$ cat config.mk
export PLATFORM = sky130hd
export DESIGN_NAME = apb_req_master
export DESIGN_NICKNAME = d
export VERILOG_FILES = /design/src/rtl/apb_req_master.sv
export SDC_FILE = /design/constraint.sdc
export NUM_CORES = 1
export LEC_CHECK = 0
export CAP_MARGIN = 20
export CORE_MARGIN = 2
export CORE_UTILIZATION = 43
export CTS_CLUSTER_DIAMETER = 50
export DETAILED_ROUTE_END_ITERATION = 12
export PLACE_DENSITY_LB_ADDON = 0.25
export SKIP_LAST_GASP = 1
export SLEW_MARGIN = 20
export SYNTH_ARGS = -nofsm -noshare
export SYNTH_HDL_FRONTEND = slang
export SYNTH_SLANG_ARGS = --single-unit
$ cat constraint.sdc
create_clock -name clk_i -period 3.4 [get_ports clk_i]
set_clock_uncertainty 0.15 [all_clocks]
set_input_delay 0.51 -clock clk_i [delete_from_list [all_inputs] [get_ports clk_i]]
set_output_delay 0.51 -clock clk_i [all_outputs]
set_load 0.01 [all_outputs]
$ cat src/rtl/apb_req_master.sv
// Valid/ready request to APB3 initiator.
// Issues one SETUP/ACCESS transfer per accepted request and returns a single
// response. A bounded ACCESS wait keeps a hung peripheral from stalling the requester.
module apb_req_master #(
  parameter int unsigned ADDR_WIDTH     = 32,
  parameter int unsigned DATA_WIDTH     = 32,
  parameter int unsigned TIMEOUT_CYCLES = 256
) (
  input  logic                  clk_i,
  input  logic                  rst_i,
  // request side
  input  logic                  req_valid_i,
  output logic                  req_ready_o,
  input  logic                  req_write_i,
  input  logic [ADDR_WIDTH-1:0] req_addr_i,
  input  logic [DATA_WIDTH-1:0] req_wdata_i,
  // response side
  output logic                  rsp_valid_o,
  input  logic                  rsp_ready_i,
  output logic [DATA_WIDTH-1:0] rsp_rdata_o,
  output logic [1:0]            rsp_err_o,
  // APB side
  output logic                  psel_o,
  output logic                  penable_o,
  output logic                  pwrite_o,
  output logic [ADDR_WIDTH-1:0] paddr_o,
  output logic [DATA_WIDTH-1:0] pwdata_o,
  input  logic [DATA_WIDTH-1:0] prdata_i,
  input  logic                  pready_i,
  input  logic                  pslverr_i
);

  localparam int unsigned CntW = (TIMEOUT_CYCLES > 0) ? $clog2(TIMEOUT_CYCLES + 1) : 1;
  // Counter value seen on the last permitted ACCESS cycle.
  localparam logic [CntW-1:0] CntLast = CntW'(TIMEOUT_CYCLES - 1);
  // Saturation point; the counter never wraps back to zero.
  localparam logic [CntW-1:0] CntSat  = CntW'(TIMEOUT_CYCLES);

  localparam logic [1:0] ErrOk      = 2'b00;
  localparam logic [1:0] ErrSlv     = 2'b01;
  localparam logic [1:0] ErrTimeout = 2'b10;

  typedef enum logic [1:0] {StIdle, StSetup, StAccess, StResp} state_e;

  state_e                state_q, state_d;
  logic [CntW-1:0]       cnt_q, cnt_d;
  logic                  psel_q, psel_d;
  logic                  penable_q, penable_d;
  logic                  pwrite_q, pwrite_d;
  logic [ADDR_WIDTH-1:0] paddr_q, paddr_d;
  logic [DATA_WIDTH-1:0] pwdata_q, pwdata_d;
  logic                  rsp_valid_q, rsp_valid_d;
  logic [DATA_WIDTH-1:0] rsp_rdata_q, rsp_rdata_d;
  logic [1:0]            rsp_err_q, rsp_err_d;

  assign req_ready_o = (state_q == StIdle);

  // Next-state and registered-output decode for the transfer FSM.
  always_comb begin
    state_d     = state_q;
    cnt_d       = cnt_q;
    psel_d      = psel_q;
    penable_d   = penable_q;
    pwrite_d    = pwrite_q;
    paddr_d     = paddr_q;
    pwdata_d    = pwdata_q;
    rsp_valid_d = rsp_valid_q;
    rsp_rdata_d = rsp_rdata_q;
    rsp_err_d   = rsp_err_q;
    unique case (state_q)
      StIdle: begin
        if (req_valid_i) begin
          paddr_d   = req_addr_i;
          pwdata_d  = req_wdata_i;
          pwrite_d  = req_write_i;
          psel_d    = 1'b1;
          penable_d = 1'b0;
          state_d   = StSetup;
        end
      end
      StSetup: begin
        penable_d = 1'b1;
        cnt_d     = '0;
        state_d   = StAccess;
      end
      StAccess: begin
        if (pready_i) begin
          // A completing slave wins over a coincident timeout.
          psel_d      = 1'b0;
          penable_d   = 1'b0;
          rsp_valid_d = 1'b1;
          rsp_err_d   = pslverr_i ? ErrSlv : ErrOk;
          rsp_rdata_d = (!pwrite_q && !pslverr_i) ? prdata_i : '0;
          state_d     = StResp;
        end else begin
          if (cnt_q != CntSat) begin
            cnt_d = cnt_q + 1'b1;
          end
          if ((TIMEOUT_CYCLES != 0) && (cnt_q == CntLast)) begin
            psel_d      = 1'b0;
            penable_d   = 1'b0;
            rsp_valid_d = 1'b1;
            rsp_err_d   = ErrTimeout;
            rsp_rdata_d = '0;
            state_d     = StResp;
          end
        end
      end
      StResp: begin
        if (rsp_ready_i) begin
          rsp_valid_d = 1'b0;
          state_d     = StIdle;
        end
      end
      default: state_d = StIdle;
    endcase
  end

  // State and output registers with synchronous reset.
  always_ff @(posedge clk_i) begin
    if (rst_i) begin
      state_q     <= StIdle;
      cnt_q       <= '0;
      psel_q      <= 1'b0;
      penable_q   <= 1'b0;
      pwrite_q    <= 1'b0;
      paddr_q     <= '0;
      pwdata_q    <= '0;
      rsp_valid_q <= 1'b0;
      rsp_rdata_q <= '0;
      rsp_err_q   <= ErrOk;
    end else begin
      state_q     <= state_d;
      cnt_q       <= cnt_d;
      psel_q      <= psel_d;
      penable_q   <= penable_d;
      pwrite_q    <= pwrite_d;
      paddr_q     <= paddr_d;
      pwdata_q    <= pwdata_d;
      rsp_valid_q <= rsp_valid_d;
      rsp_rdata_q <= rsp_rdata_d;
      rsp_err_q   <= rsp_err_d;
    end
  end

  assign psel_o      = psel_q;
  assign penable_o   = penable_q;
  assign pwrite_o    = pwrite_q;
  assign paddr_o     = paddr_q;
  assign pwdata_o    = pwdata_q;
  assign rsp_valid_o = rsp_valid_q;
  assign rsp_rdata_o = rsp_rdata_q;
  assign rsp_err_o   = rsp_err_q;

endmodule

==> run_results.csv <==
group,metric,value,unit
status,run_status,"complete, no violations",
place,place_ws,814,ps
pwr,worst_ir_drop_vdd,0.298,mV
timing,setup_violating_endpoint_count_in_the_final_report,0,
synthesis,synthesis.instances,495,
synthesis,yosys.area.top_type,"dfxtp_1",
timing,max-slew-margin-rel,46.3,%
setup_path,crit_chain,"inv_1, ha_1, clkdlybuf4s50_1",
setup_path,crit_path_top_delay_cell,"clkdlybuf4s50_1",
pwr,power_density,628,nW/µm²
cells_and_area,multiInputGateArea,1720,µm²
clocking,cts_setup_buffers,0,
timing,hold_viol,0,
global_route,gr_util_met1,24.6,%
cells_and_area,drive_above_1_share,6.14,%
routing,first_pass_iters,4,
timing,final-max-slew-violation-count,0,
clocking,cts-root-buf,"clkbuf_8",
die,dieHeight,102,µm
global_route,grt.total_usage,22.2,%
cells_and_area,nNetsFinal,799,
routing,detail_route.drc_violations,0,
pwr,total_leakage_power,2.51,nW
global_route,grt_overflow_total,0,
run,cap_viol_max_count,0,
synthesis,synthesized_area_divided_by_synthesized_cell_count,8.37,µm²
place,numPortBuffers,205,
synthesis,synth_nets,605,
die,placementRows,35,
timing,final_critical_period,2440,ps
setup_path,timing_worst_setup_path_type,"reg -> out",
global_route,antenna_found_initial,0,
global_route,grt_first_pass_wirelength,18500,µm
synthesis,async_reset_ff_share,0,%
global_route,first_global_vias,4096,
routing,via_count_of_the_routed_design,4144,
timing,rsz0062_at_grt,"no",
timing,timing.setup.tns,0,ps
global_route,gr-max-usage-layer,"met2",
worst_hold_path,hp-class,"reg -> reg",
setup_path,crit_arrival,1780,ps
synthesis,post_synth_main_area_contributors,"dfxtp_1 55%, nand2_1 12%, a21oi_1 8.5%, a22oi_1 5.8%, nor2_1 3.9%",
routing,wire_per_inst,13.8,µm
clocking,tritoncts,"built",
cells_and_area,flow.area_growth_from_synthesis,64.8,%
timing,timing_limited_maximum_frequency,410,MHz
routing,postRouteAntennaNets,0,
synthesis,yosysSeqAreaShare,54.6,%
synthesis,synth_area,4140,µm²
clocking,clk-insertion-delay-late,500,ps
setup_path,endpoint_kind,"output pin",
setup_path,crit_path_largest_cell_delay,590,ps
global_route,globalRouteMet3Util,8.07,%
die,coreArea,9280,µm²
setup_path,timing.critical_path.required,2740,ps
die,dieArea,10400,µm²
clocking,clock-sinks,113,
cells_and_area,seqCellArea,2260,µm²
clocking,holdBufCountCts,0,
timing,worst_slew_pin_slew,805,ps
die,initial_utilization,44.6,%
setup_path,startpoint_type,"flop",
place,half_perimeter_wire_length_of_the_detailed_placement_result,8050,µm
setup_path,crit_fanout,6,
timing,post-route-worst-setup-slack,959,ps
die,top_level_ports,206,
global_route,global_route.usage.met2,38.4,%
clocking,post_cts_resize_count,0,
synthesis,synth_enable_flop_cells,0,
synthesis,yosysWarningCount,0,
synthesis,synth.top_cells.by_count,"137 x nand2_1, 113 x dfxtp_1, 70 x a21oi_1",
clocking,cts_max_path_buffers,2,
synthesis,netlist-cell-type-count,37,
synthesis,yosys.area.top_type_share,54.6,%
routing,route.detailed.vias_per_inst,5.00,
synthesis,synthFlopType,"dfxtp_1",
clocking,tritoncts.num_buffers,17,
die,die_width,102,µm
synthesis,post-synth-top-count-cell,"nand2_1",
cells_and_area,fillCellCount,706,
place,place_congestion,0.844,
routing,totalWireLength,11500,µm
synthesis,synth-seq-cells,113,
global_route,grt_start_max_net_pins,80,
timing,finalCritPeriodShare,71.8,%
cells_and_area,antenna_cells,0,
clocking,number_of_levels_in_the_clock_h_tree,4,
clocking,path_clk_slew,50,ps
routing,drt-initial-drc-count,170,
layout by cell type, fill, tap and decap left out, types with 2 or more instances in the layout:
cell	netlist	routed
o31ai_1	3	3
nand3_1	2	2
a21oi_1	70	70
o21a_1	2	2
buf_4	0	7
nand2b_1	3	3
clkinv_2	0	3
nor2b_1	5	5
clkdlybuf4s50_1	0	204
a22oi_1	32	32
dfxtp_1	113	113
nor3_1	7	6
mux2i_1	2	2
nand2_1	137	136
bufinv_16	0	2
clkbuf_16	0	16
a311oi_1	2	2
inv_1	7	7
nand4_1	3	3
clkinvlp_4	0	5
o21ai_0	3	3
nor2_1	43	43
clkbuf_8	0	3
ha_1	7	7
a211oi_1	2	2
path summary, 6_finish.rpt:
| path | startpoint | end | slack (ps) | depth (start not counted) |
|---|---|---|---|---|
| worst max-delay path | state_q[0] | req_ready_o | 960 | 3 |
| worst min-delay path | paddr_o[29] | paddr_o[29] | 300 | 2 |
| worst max register to register | state_q[0] | rsp_rdata_o[15] | 1020 | 7 |
| worst min register to register | paddr_o[29] | paddr_o[29] | 300 | 2 |
metal layers:
metal	share of wire, %	vias up
met5	0	-
met4	2.2	0
met3	8.5	21
met2	49	152
met1	40	1924
li1	-	2047
layout make-up:
cell class / instances / area share, %
sequential: 113 / 33.1
tap: 129 / 2.36
inverter: 7 / 0.385
clock buffer: 20 / 6.53
clock inverter: 10 / 1.65
timing repair buffer: 211 / 30.7
multi-input combinational: 339 / 25.2
cells by family (layout without fill, tap and decap cells):
kind of cell    Yosys count  in the layout  share of synthesized area, %
flops                   113            113                          54.6
mux                       2              2                         0.483
compound gates          121            121                          17.8
buf+inv                  43            248                          4.11
fa+ha+maj                 7              7                          2.11
simple gates            209            209                          20.9
through the flow:
step           instances  hold WS [ps]  utilization, %  cell area [µm²]  total power [mW]
2_1_floorplan        495           305               -             4140              2.13
3_3_place_gp         799           291            67.5             6270              2.64
3_5_place_dp         799           296            67.5             6270              2.67
4_1_cts              829           303            73.5             6830              4.33
5_1_grt              829           318            73.5             6830              4.51
6_report             829           302            73.5             6830              4.29
where the power goes:
| part | switching [mW] | total [mW] | internal, mW |
|---|---|---|---|
| clock | 0.577 | 1.64 | 1.07 |
| sequential | 0.0847 | 1.57 | 1.49 |
| combinational | 0.538 | 1.07 | 0.534 |
| total | 1.20 | 4.29 | 3.09 |
sequential cells by signal (all words and copies together) (netlist names):
signal / cells
pwrite_o: 1
cnt_q: 9
rsp_valid_o: 1
rsp_err_o: 2
state_q: 2
rsp_rdata_o: 32
penable_o: 1
pwdata_o: 32
paddr_o: 32
psel_o: 1
worst max-delay path, delay by kind of cell, from the launching register on:
family / cells / cell delay [ps]
buf+inv: 2 / 680
fa+ha+maj: 1 / 270
flops: 1 / 340
No activity file was read; power rests on OpenSTA's default activity.
